## src/rtl/inst_fetch_buffer_pkg.sv

```systemverilog
// Shared widths, defaults and state encoding for the instruction fetch buffer.
package inst_fetch_buffer_pkg;

  localparam int unsigned InstAddrBus   = 32;
  localparam int unsigned InstBus       = 32;
  localparam logic        RstEnable     = 1'b1;
  localparam int unsigned FetchQDepth   = 4;
  localparam int unsigned FetchMaxOutst = 2;

  typedef enum logic {
    IfIdle = 1'b0,
    IfReq  = 1'b1
  } if_state_e;

endpackage

```

## src/rtl/inst_fetch_buffer_fifo.sv

```systemverilog
// Synchronous FIFO with occupancy count and synchronous clear; output is zero while empty.
module inst_fetch_buffer_fifo
  import inst_fetch_buffer_pkg::*;
#(
  parameter int unsigned WIDTH = 8,
  parameter int unsigned DEPTH = 4
) (
  input  logic                         clk,
  input  logic                         rst,
  input  logic                         clr,
  input  logic                         push,
  input  logic [WIDTH-1:0]             din,
  input  logic                         pop,
  output logic [WIDTH-1:0]             dout,
  output logic [$clog2(DEPTH+1)-1:0]   count
);

  localparam int unsigned PW = (DEPTH > 1) ? $clog2(DEPTH) : 1;
  localparam int unsigned CW = $clog2(DEPTH + 1);

  logic [WIDTH-1:0] mem [DEPTH];
  logic [PW-1:0]    wptr;
  logic [PW-1:0]    rptr;

  // Pointers wrap explicitly so non-power-of-two depths also work.
  function automatic logic [PW-1:0] ptr_inc(input logic [PW-1:0] p);
    return (p == PW'(DEPTH - 1)) ? '0 : p + 1'b1;
  endfunction

  // Storage write; no reset needed since reads are gated by count.
  always_ff @(posedge clk) begin
    if (rst != RstEnable && !clr && push) begin
      mem[wptr] <= din;
    end
  end

  // Pointer and occupancy tracking, clear has priority over push/pop.
  always_ff @(posedge clk) begin
    if (rst == RstEnable || clr) begin
      wptr  <= '0;
      rptr  <= '0;
      count <= '0;
    end else begin
      assert (!(push && !pop && count == CW'(DEPTH)));
      assert (!(pop && count == '0));
      if (push) wptr <= ptr_inc(wptr);
      if (pop)  rptr <= ptr_inc(rptr);
      if (push && !pop) begin
        count <= count + 1'b1;
      end else if (!push && pop) begin
        count <= count - 1'b1;
      end
    end
  end

  assign dout = (count != '0) ? mem[rptr] : '0;

endmodule

```

## src/rtl/inst_fetch_buffer.sv

```systemverilog
// Fetch stage: issues PCs to instruction memory, queues returned instructions for decode,
// back-pressures the PC stage and discards in-flight fetches on a branch flush.
module inst_fetch_buffer
  import inst_fetch_buffer_pkg::*;
#(
  parameter int unsigned DEPTH     = FetchQDepth,
  parameter int unsigned MAX_OUTST = FetchMaxOutst,
  parameter int unsigned AW        = InstAddrBus,
  parameter int unsigned DW        = InstBus
) (
  input  logic          clk,
  input  logic          rst,
  input  logic [AW-1:0] pc_i,
  input  logic          pc_ce_i,
  output logic          pc_stall_o,
  input  logic          flush_i,
  output logic          mem_req_o,
  output logic [AW-1:0] mem_addr_o,
  input  logic          mem_gnt_i,
  input  logic          mem_rvalid_i,
  input  logic [DW-1:0] mem_rdata_i,
  output logic          id_valid_o,
  input  logic          id_ready_i,
  output logic [DW-1:0] id_inst_o,
  output logic [AW-1:0] id_pc_o
);

  localparam int unsigned QCW = $clog2(DEPTH + 1);
  localparam int unsigned OCW = $clog2(MAX_OUTST + 1);
  localparam int unsigned SW  = $clog2(DEPTH + MAX_OUTST + 2);

  if_state_e        state_q, state_d;
  logic [AW-1:0]    addr_q, addr_d;
  logic [OCW-1:0]   drop_q, drop_d;
  logic [OCW-1:0]   outst;
  logic [QCW-1:0]   q_count;
  logic [SW-1:0]    credit_sum;
  logic [OCW:0]     slot_lhs, slot_rhs;
  logic             req_pending, slot_ok, credit_ok, can_latch;
  logic             q_push, q_pop;
  logic [AW-1:0]    resp_pc;
  logic [AW+DW-1:0] q_head;

  assign req_pending = (state_q == IfReq);

  // A PC latched in REQ rides on this cycle's grant, so the slot check sees that grant landing
  // and any response leaving now; this keeps the in-flight PC FIFO from overflowing.
  assign slot_lhs = {1'b0, outst} + {{OCW{1'b0}}, req_pending};
  assign slot_rhs = (OCW + 1)'(MAX_OUTST) + {{OCW{1'b0}}, req_pending & mem_rvalid_i};
  assign slot_ok  = slot_lhs < slot_rhs;

  assign credit_sum = SW'(q_count) + SW'(outst) + SW'(req_pending);
  assign credit_ok  = (credit_sum < SW'(DEPTH)) && slot_ok;
  assign can_latch  = credit_ok && !flush_i && (!req_pending || mem_gnt_i);
  assign pc_stall_o = pc_ce_i && !can_latch;

  assign mem_req_o  = req_pending;
  assign mem_addr_o = addr_q;

  // Issue FSM: latch a PC when idle, or back-to-back alongside a grant.
  always_comb begin
    state_d = state_q;
    addr_d  = addr_q;
    unique case (state_q)
      IfIdle: begin
        if (pc_ce_i && can_latch) begin
          state_d = IfReq;
          addr_d  = pc_i & ~AW'(3);
        end
      end
      IfReq: begin
        if (mem_gnt_i) begin
          if (pc_ce_i && can_latch) begin
            addr_d = pc_i & ~AW'(3);
          end else begin
            state_d = IfIdle;
          end
        end
      end
      default: state_d = IfIdle;
    endcase
  end

  // Drop counter: on flush, count responses still to come (including an ungranted request).
  always_comb begin
    drop_d = drop_q;
    if (flush_i) begin
      drop_d = outst + OCW'(req_pending) - OCW'(mem_rvalid_i);
    end else if (mem_rvalid_i && drop_q != '0) begin
      drop_d = drop_q - 1'b1;
    end
  end

  // State, address and drop registers.
  always_ff @(posedge clk) begin
    if (rst == RstEnable) begin
      state_q <= IfIdle;
      addr_q  <= '0;
      drop_q  <= '0;
    end else begin
      state_q <= state_d;
      addr_q  <= addr_d;
      drop_q  <= drop_d;
    end
  end

  assign q_push     = mem_rvalid_i && !flush_i && (drop_q == '0);
  assign q_pop      = id_valid_o && id_ready_i && !flush_i;
  assign id_valid_o = (q_count != '0);

  // In-flight PCs, popped in order as responses return; occupancy is the outstanding count.
  inst_fetch_buffer_fifo #(
    .WIDTH (AW),
    .DEPTH (MAX_OUTST)
  ) u_pc_fifo (
    .clk   (clk),
    .rst   (rst),
    .clr   (1'b0),
    .push  (req_pending & mem_gnt_i),
    .din   (addr_q),
    .pop   (mem_rvalid_i),
    .dout  (resp_pc),
    .count (outst)
  );

  inst_fetch_buffer_fifo #(
    .WIDTH (AW + DW),
    .DEPTH (DEPTH)
  ) u_inst_q (
    .clk   (clk),
    .rst   (rst),
    .clr   (flush_i),
    .push  (q_push),
    .din   ({resp_pc, mem_rdata_i}),
    .pop   (q_pop),
    .dout  (q_head),
    .count (q_count)
  );

  assign id_pc_o   = q_head[AW+DW-1:DW];
  assign id_inst_o = q_head[DW-1:0];

endmodule

```

## config.mk

```make
export PLATFORM = sky130hd
export DESIGN_NAME = inst_fetch_buffer
export DESIGN_NICKNAME = d
export VERILOG_FILES = /design/src/rtl/inst_fetch_buffer_pkg.sv /design/src/rtl/inst_fetch_buffer_fifo.sv /design/src/rtl/inst_fetch_buffer.sv
export SDC_FILE = /design/constraint.sdc
export NUM_CORES = 1
export LEC_CHECK = 0
export CAP_MARGIN = 20
export CORE_MARGIN = 2
export CORE_UTILIZATION = 35
export CTS_CLUSTER_SIZE = 40
export DETAILED_ROUTE_END_ITERATION = 10
export GPL_ROUTABILITY_DRIVEN = 1
export PLACE_DENSITY = 0.53
export SETUP_SLACK_MARGIN = 0.2
export SLEW_MARGIN = 10
export SYNTH_ARGS = -nofsm -noshare
export SYNTH_HDL_FRONTEND = slang
export SYNTH_HIERARCHICAL = 1
export SYNTH_SLANG_ARGS = --single-unit
```

## constraint.sdc

```tcl
create_clock -name clk -period 2.9 [get_ports clk]
set_input_delay 0.435 -clock clk [delete_from_list [all_inputs] [get_ports clk]]
set_output_delay 0.435 -clock clk [all_outputs]
set_load 0.1 [all_outputs]
```

# [After elaboration in Yosys (flattened, before gate mapping)]
# Memories as Yosys holds them, arrays and structs flattened. A register that Yosys moved wholly into a read port is not among the register bits.
# Cells that the tools add are included.
[totals] regBits=46 ramBits=320 inputBits=71 out_inout_bits=99 word_cells=94 n_memories=2
[memory_table] name="u_inst_q.mem" words=4 width=64 read_ports=1 rd_clocked_by_memory_dff=1 write_ports=1 line="inst_fetch_buffer_fifo.sv:21" source="logic [WIDTH-1:0] mem [DEPTH];"
[memory_table] name="u_pc_fifo.mem" words=2 width=32 read_ports=1 rd_clocked_by_memory_dff=1 write_ports=1 line="inst_fetch_buffer_fifo.sv:21"
[op_classes] add_sub_neg=15 order_cmp=2 eq_ne=3 n_mux=26 bitwise=4 n_reduce_logical=33
[ops] cell="$mux 32" n=3
[ops] cell="$mux 64" n=1
[ops] cell="$pmux 32 s2" n=1
[ops] cell="$logic_and 1x1->1" n=17
[ops] cell="$mux 2" n=8
[ops] cell="$mux 1" n=10
[ops] cell="$reduce_bool 2->1" n=5
[ops] cell="$logic_not 1->1" n=7
[ops] cell="$add 2x1->2 const B" n=3
[ops] cell="$mux 3" n=2
[ops] cell="$eq 2x2->1 const B" n=2
[ops] cell="$sub 2x1->2 const B" n=2
[ops] cell="$add 2x1->3" n=1
[ops] cell="$add 2x1->3 const A" n=1
[ops] cell="$add 3x1->3" n=1
[ops] cell="$add 3x1->3 const B" n=1
[ops] cell="$add 3x2->3" n=1
[ops] cell="$lt 3x3->1" n=1
[ops] cell="$lt 3x3->1 const B" n=1
[ops] cell="$reduce_bool 3->1" n=1
[ops] cell="$sub 3x1->3 const B" n=1
[ops] cell="$add 1x1->1 const B" n=2
[ops] cell="$add 2x1->2" n=1
[ops] cell="$and 1x1->1" n=2
[ops] cell="other kinds (6)" n=8

# [Depth between registers and ports, before layout]
# Gate-level depths: netlist (run 1).
[depth] word_depth=10 mapped_depth=10 mapped_depth_nobuf=10

# [By module]
# Netlist (run 1), hierarchy kept.
[modules_own_cells] mod="inst_fetch_buffer_fifo at u_inst_q" n_inst=1 cells_per_inst=451 area_each_um2=10119.7 seq_area_each_um2=7867.5
[modules_own_cells] mod="inst_fetch_buffer_fifo at u_pc_fifo" n_inst=1 cells_per_inst=158 area_each_um2=2616.3 seq_area_each_um2=2021.9
[modules_own_cells] mod="inst_fetch_buffer" n_inst=1 cells_per_inst=176 area_each_um2=1749.2 seq_area_each_um2=660.6

# [Worst setup path before layout (run 1)]
# No wires, ideal clock.
[synth_path] path_kind="register to output" startpoint="register state_q, in the netlist mem_req_o" endpoint="output pc_stall_o" arrival_time_ps=3250 t_required_ps=2465 path_slack_ps=-785 stages_incl_launch_ff=5 path_buffers=0 path_cell_list="dfxtp_1 > nand3_1 > and3_4 > or2_1 > a31oi_1"
[synth_via] elab_chain_cells=8
[synth_lines] item="start, declared" line="inst_fetch_buffer.sv:32" source="if_state_e state_q, state_d;"
[synth_lines] item="start signal, assigned" line="inst_fetch_buffer.sv:97" source="state_q <= IfIdle;"
[synth_lines] item="start signal, assigned" line="inst_fetch_buffer.sv:101" source="state_q <= state_d;"
[synth_lines] item="$and 1x1->1" line="inst_fetch_buffer.sv:49" source="assign slot_rhs = (OCW + 1)'(MAX_OUTST) + {{OCW{1'b0}}, req_pending & mem_rvalid_i};"
[synth_lines] item="$add 2x1->3" line="inst_fetch_buffer.sv:49"
[synth_lines] item="$lt 3x3->1" line="inst_fetch_buffer.sv:50" source="assign slot_ok = slot_lhs < slot_rhs;"
[synth_lines] item="$logic_and 1x1->1" line="inst_fetch_buffer.sv:53" source="assign credit_ok = (credit_sum < SW'(DEPTH)) && slot_ok;"
[synth_lines] item="$logic_and 1x1->1" line="inst_fetch_buffer.sv:54" source="assign can_latch = credit_ok && !flush_i && (!req_pending || mem_gnt_i);"
[synth_lines] item="$logic_and 1x1->1 (*)" line="inst_fetch_buffer.sv:54"
[synth_lines] item="$logic_not 1->1 (*)" line="inst_fetch_buffer.sv:55" source="assign pc_stall_o = pc_ce_i && !can_latch;"
[synth_lines] item="$logic_and 1x1->1 (*)" line="inst_fetch_buffer.sv:55"
[synth_lines] item="end, declared" line="inst_fetch_buffer.sv:15" source="output logic pc_stall_o,"
# Mark *: on every way between the ends. The rest lies on a longest branch, timed or not.

==> flow_metrics.env, run 1 <==
export IMPL_synth_seq_cells=367
export IMPL_synth_top_area_share_pct=66.34
export IMPL_fin_worst_skew_ns=0.01364
export IMPL_worstPathArrival_ns=2.18
export IMPL_final_antenna_net_count=0
export IMPL_die_width_um=207.4
export IMPL_drv_slew=0
export IMPL_maxSlewHeadroom_pct=40.98
export IMPL_clock_sink_count=367
export IMPL_ios=170
export IMPL_async_flop_share_pct=0
export IMPL_synth_edff_count=320
export IMPL_syn_area_per_cell_um2=18.45
export IMPL_cts_buffers=41
export IMPL_synth_flop_cell="edfxtp_1"
export IMPL_multi_input_area_um2=3730
export IMPL_vias_per_cell=4.651
export IMPL_ys_top_cells_by_area="edfxtp_1 (66%), mux4_2 (10%), dfxtp_1 (6.5%)"
export IMPL_fin_tns_setup_ns=0
export IMPL_timing_hold_ws_ns=0.3522
export IMPL_period_share_pct=90.21
export IMPL_coreArea_um2=40830
export IMPL_drt_iter0_drc=250
export IMPL_status="complete, no violations"
export IMPL_path_clk_slew_ns=0.06
export IMPL_grt_setup_unrepaired="yes"
export IMPL_die_h_um=207.4
export IMPL_initial_core_util_pct=35.48
export IMPL_hold_viol=0
export IMPL_hpwl_mm=17.91
export IMPL_ys_warn_count=6
export IMPL_yosysTopAreaCell="edfxtp_1"
export IMPL_n_fill_cell=3504
export IMPL_hp_class="in -> reg"
export IMPL_grt_overflow=0
export IMPL_seq_area_um2=10560
export IMPL_cts_tree="done"
export IMPL_nNetsFinal=1077
export IMPL_fin_crit_ns=2.616
export IMPL_post_synth_num_cell_types=40
export IMPL_syn_to_final_growth_pct=30.59
export IMPL_worst_slack_ns=0.2840
export IMPL_grt_pass1_vias=7603
export IMPL_cts_root_buffer="clkbuf_16"
export IMPL_gp_congestion=0.6672
export IMPL_tightest_slew_ns=0.8833
export IMPL_power_density_nw_per_um2=657.2
export IMPL_rows=74
export IMPL_startpoint_type="flip-flop"
export IMPL_leakagePower_nw=6.388
export IMPL_dp_worst_setup_slack_ns=0.2874
export IMPL_ys_seq_area_share_pct=72.83
export IMPL_synth_cells=785
export IMPL_crit_required_ns=2.47
export IMPL_antenna_cells=0
export IMPL_first_pass_iters=6
export IMPL_critPathMaxFanout=20
export IMPL_route_vias_total=7223
export IMPL_finalSetupViolCount=0
export IMPL_syn_area_um2=14490
export IMPL_final_layout_size_suffix_gt1_share_pct=26.25
export IMPL_grt_max_degree=65
export IMPL_cp_end_kind="output pin"
export IMPL_drv_cap=0
export IMPL_fmax_mhz=382.3
export IMPL_clk_path_buf_depth=3
export IMPL_h_tree_depth=2
export IMPL_critical_path_class="reg -> out"
export IMPL_antenna_found_initial=0
export IMPL_grt_usage_pct=13.54
export IMPL_routed_wl_mm=29.29
export IMPL_grt_pass1_wl_mm=45.35
export IMPL_routedWlPerCell_um=18.86
export IMPL_ir_drop_mv=0.4217
export IMPL_dieArea_um2=43030
export IMPL_io_buffers=165
export IMPL_clock_latency_ns=0.53
export IMPL_drc=0
## final cells by class
class / instances / area share (%)
Clock buffer: 58 / 5.986
Multi-Input combinational cell: 376 / 19.72
Inverter: 12 / 0.2381
Timing Repair Buffer: 193 / 14.04
Sequential cell: 367 / 55.85
Clock inverter: 15 / 0.6549
Tap cell: 532 / 3.519
## where the power goes
| part | total, mW | internal, mW | switching [mW] |
|---|---|---|---|
| sequential | 5.88 | 5.82 | 0.0594 |
| clock | 4.87 | 2.89 | 1.98 |
| combinational | 1.68 | 0.565 | 1.12 |
## timing repair
action	4_1_cts	5_1_grt
gates resized for setup	4	6
hold buffers	0	0
pin swaps	0	0
buffers inserted	3	0
setup endpoints to repair	45	43
gates cloned	1	2
## placed cells by master (no fill, tap or decap), types with 2 or more instances in the layout
master           instances
a21oi_1                  5
clkinv_2                 5
inv_1                   12
clkdlybuf4s50_1         67
or3_1                    2
conb_1                  11
dfxtp_4                  2
xnor2_1                  5
buf_4                   41
dfxtp_1                 40
buf_6                    4
bufinv_16                2
nor3_1                   4
o21ai_0                  2
xor2_1                   4
clkbuf_16               44
and3_4                   5
nor2_4                   2
buf_12                  77
nand2b_1                61
ha_1                    13
a21oi_2                  2
nor3b_1                  2
nor2b_1                 65
mux4_2                  64
clkbuf_1                15
nor2_1                  43
nand2_1                  4
edfxtp_1               320
clkinv_1                 6
dfxtp_2                  5
mux2i_1                 66
## path summary, 6_finish.rpt
path	slack (ns)	end	depth (start not counted)	startpoint
setup / recovery	0.28	id_pc_o[4]	4	flip-flop
hold / removal	0.35	u_pc_fifo/count[0]	2	rst
setup reg to reg	0.46	u_inst_q/count[2]	9	u_inst_q/count[2]
hold reg to reg	0.49	u_pc_fifo/mem[0][27]	0	mem_addr_o[27]
## routing by layer
layer	wire [µm]	vias up	GRT usage, %
met5	0	-	0
met1	13040	3642	17.88
li1	-	3396	-
met2	14140	148	22.21
met4	520	0	3.621
met3	1594	37	3.555
## through the flow
stage / instances / total power [mW] / area (µm²) / util (%)
floorplan: 795 / 7.056 / 14540 / -
global placement: 1474 / 7.669 / 17510 / 42.88
detailed placement: 1474 / 7.684 / 17510 / 42.88
CTS: 1551 / 12.62 / 18850 / 46.15
global route: 1553 / 12.89 / 18920 / 46.33
finish: 1553 / 12.43 / 18920 / 46.33
## logic make-up (layout without fill, tap and decap cells)
| family | Yosys count | count (layout) | synth area share (%) |
|---|---|---|---|
| other cells | 1 | 11 | 0.02589 |
| compound gates | 14 | 14 | 0.7602 |
| simple gates | 197 | 197 | 7.809 |
| flops | 367 | 367 | 72.83 |
| fa+ha+maj | 15 | 15 | 1.348 |
| mux | 130 | 130 | 14.51 |
| buf+inv | 52 | 278 | 2.168 |
| xor+xnor | 9 | 9 | 0.5441 |
## Yosys cell counts (2+ instances only)
cell type	count
buf_6	7
clkbuf_1	14
buf_4	5
nor2_1	45
mux4_2	64
inv_1	12
nand2_1	4
nor2b_1	65
nor3_1	4
o21ai_0	2
buf_8	3
edfxtp_1	320
mux2i_1	66
xor2_1	4
xnor2_1	5
a21oi_2	2
dfxtp_1	47
nand2b_1	61
nor3b_1	2
or3_1	3
buf_2	10
ha_1	14
and3_1	5
a21oi_1	5
## state kept, by name, summed over array words and instances, names as in the netlist, named ones only
register	count
u_pc_fifo/count	2
u_inst_q/rptr	2
u_pc_fifo/mem	64
u_inst_q/wptr	2
u_pc_fifo/rptr	1
mem_req_o	1
u_inst_q/count	3
u_pc_fifo/wptr	1
drop_q	2
u_inst_q/mem	256
mem_addr_o	30
## worst max-delay path: stages, from the launching register on
cell and delay, ns:
dfxtp_4 0.40, bufbuf_16 0.37, mux4_2 0.51, nor2b_1 0.17, buf_12 0.19
(Power assumes the default switching activity.)
==> run 2: changes to the inputs <==
GPL_TIMING_DRIVEN = 0   (was not set)
PLACE_DENSITY = not set   (was 0.53)
==> flow_metrics.env, run 2 (synthesis results as in run 1) <==
export IMPL_worst_slack_ns=0.2542
export IMPL_dieArea_um2=43030
export IMPL_multi_input_area_um2=3714
export IMPL_gp_congestion=0.7432
export IMPL_ir_drop_mv=0.3280
export IMPL_hpwl_mm=18.28
export IMPL_die_h_um=207.4
export IMPL_status="complete, no violations"
export IMPL_leakagePower_nw=6.250
export IMPL_syn_to_final_growth_pct=26.67
export IMPL_cp_end_kind="output pin"
export IMPL_slowest_delay_ns=0.50
export IMPL_largest_reg_flops=256
export IMPL_cp_cell_sequence="buf_12 > mux4_2 > nor2b_1 > clkdlybuf4s15_2"
export IMPL_clk_path_buf_depth=3
export IMPL_crit_required_ns=2.47
export IMPL_final_antenna_net_count=0
export IMPL_coreArea_um2=40830
export IMPL_vias_per_cell=4.575
export IMPL_hp_class="in -> reg"
export IMPL_cts_buffers=39
export IMPL_finalNonFillerCells=1573
export IMPL_grt_pass1_wl_mm=43.80
export IMPL_fin_tns_setup_ns=0
export IMPL_io_buffers=165
export IMPL_cts_root_buffer="clkbuf_16"
export IMPL_grt_setup_unrepaired="yes"
export IMPL_rr_startpoint="u_inst_q/count[2]"
export IMPL_drv_slew=0
export IMPL_grt_usage_pct=13.08
export IMPL_fin_crit_ns=2.646
export IMPL_hold_end="mem_addr_o[29]"
export IMPL_r2r_slack_ns=0.41
export IMPL_seq_area_um2=10560
export IMPL_ios=170
export IMPL_final_layout_size_suffix_gt1_share_pct=23.92
export IMPL_fin_worst_skew_ns=0.01915
export IMPL_maxSlewHeadroom_pct=32.61
export IMPL_worstRegToRegCells=9
export IMPL_mostFrequentLayoutCells="edfxtp_1 (320), clkdlybuf4s50_1 (98), mux2i_1 (66), nor2b_1 (65), mux4_2 (64)"
export IMPL_hold_viol=0
export IMPL_clock_latency_ns=0.54
export IMPL_drv_cap=0
export IMPL_routed_wl_mm=27.89
export IMPL_power_mw=12.26
export IMPL_h_tree_depth=2
export IMPL_drt_iter0_drc=357
export IMPL_reg2reg_to="u_inst_q/count[2]"
export IMPL_die_width_um=207.4
export IMPL_utilization_pct=44.94
export IMPL_dp_worst_setup_slack_ns=-0.2194
export IMPL_place_area_um2=17030
export IMPL_dp_cells=1498
export IMPL_worstPathArrival_ns=2.21
export IMPL_stdcell_area_um2=18350
export IMPL_layout_commonest_cell="edfxtp_1"
export IMPL_routedWlPerCell_um=17.73
export IMPL_grt_max_degree=37
export IMPL_regMostFlops="u_inst_q/mem"
export IMPL_grt_pass1_vias=7481
export IMPL_clock_sink_count=367
export IMPL_hold_start="pc_i[29]"
export IMPL_critical_path_class="reg -> out"
export IMPL_tightest_slew_ns=1.008
export IMPL_path_clk_slew_ns=0.06
export IMPL_route_vias_total=7197
export IMPL_power_density_nw_per_um2=667.9
export IMPL_first_pass_iters=4
export IMPL_initial_core_util_pct=35.48
export IMPL_drc=0
export IMPL_timing_hold_ws_ns=0.4588
export IMPL_rows=74
export IMPL_crit_slowest_cell="mux4_2"
export IMPL_cts_tree="done"
export IMPL_antenna_found_initial=0
export IMPL_holdPathStages=3
export IMPL_grt_overflow=0
export IMPL_fmax_mhz=378.0
export IMPL_period_share_pct=91.23
export IMPL_antenna_cells=0
export IMPL_ctsHoldBuffers=0
export IMPL_nNetsFinal=1096
export IMPL_critPathMaxFanout=10
export IMPL_finalSetupViolCount=0
export IMPL_startpoint_type="flip-flop"
export IMPL_n_fill_cell=3541
==> run 2: changes by cell type in the layout (fill, tap and decap cells not counted), sizes merged <==
cell           change
dlymetal6s2s       +1
buf               -27
clkdlybuf4s15      +1
clkinv             +1
clkdlybuf4s50     +31
bufbuf             -1
clkbuf            +14
clkinvlp           -1
dlygate4sd2        +1
==> run 2: worst max path at each step <==
stage	endpoint	startpoint	slack (ns)
finish	id_inst_o[2]	flip-flop	0.25
global route	id_pc_o[22]	flip-flop	0.17
CTS	id_pc_o[21]	flip-flop	0.15
detailed placement	id_pc_o[21]	flip-flop	-0.22
global placement	id_pc_o[21]	u_inst_q/count[0]	-0.85
floorplan	pc_stall_o	mem_req_o	-0.24
==> run 2: timing repair <==
item,4_1_cts,5_1_grt
endpoints found under the setup margin,66,61
setup buffers,1,2
resized for setup,404,35
pin swaps,1,2
==> run 2: critical path: cells and delay by family, from the launching register on <==
family,cells,cell delay [ns]
buffers and inverters,2,0.65
flip-flops,1,0.36
multiplexers,1,0.50
AND/OR/NAND/NOR,1,0.15
==> run 2: final cells by class <==
class                      instances  area share (%)
buffer                            40           1.821
clock buffer                      57           6.076
clock inverter                    15          0.8865
inverter                          12          0.2455
multi-input combinational        376           20.24
sequential                       367           57.55
tap                              532           3.628
timing repair buffer             174           9.553
==> run 2: power breakdown <==
group	total (mW)	switching [mW]	internal [mW]	leakage [nW]
clock	4.86	1.98	2.88	0.631
combinational	1.53	1.09	0.438	2.34
sequential	5.87	0.0503	5.82	3.28
==> run 2: routing by layer <==
metal	track usage, %	wire, µm	up-vias
met3	2.995	1467	36
met1	17.62	12720	3575
met2	21.24	13230	152
li1	-	-	3434
met4	3.842	478	0
met5	0	0	-
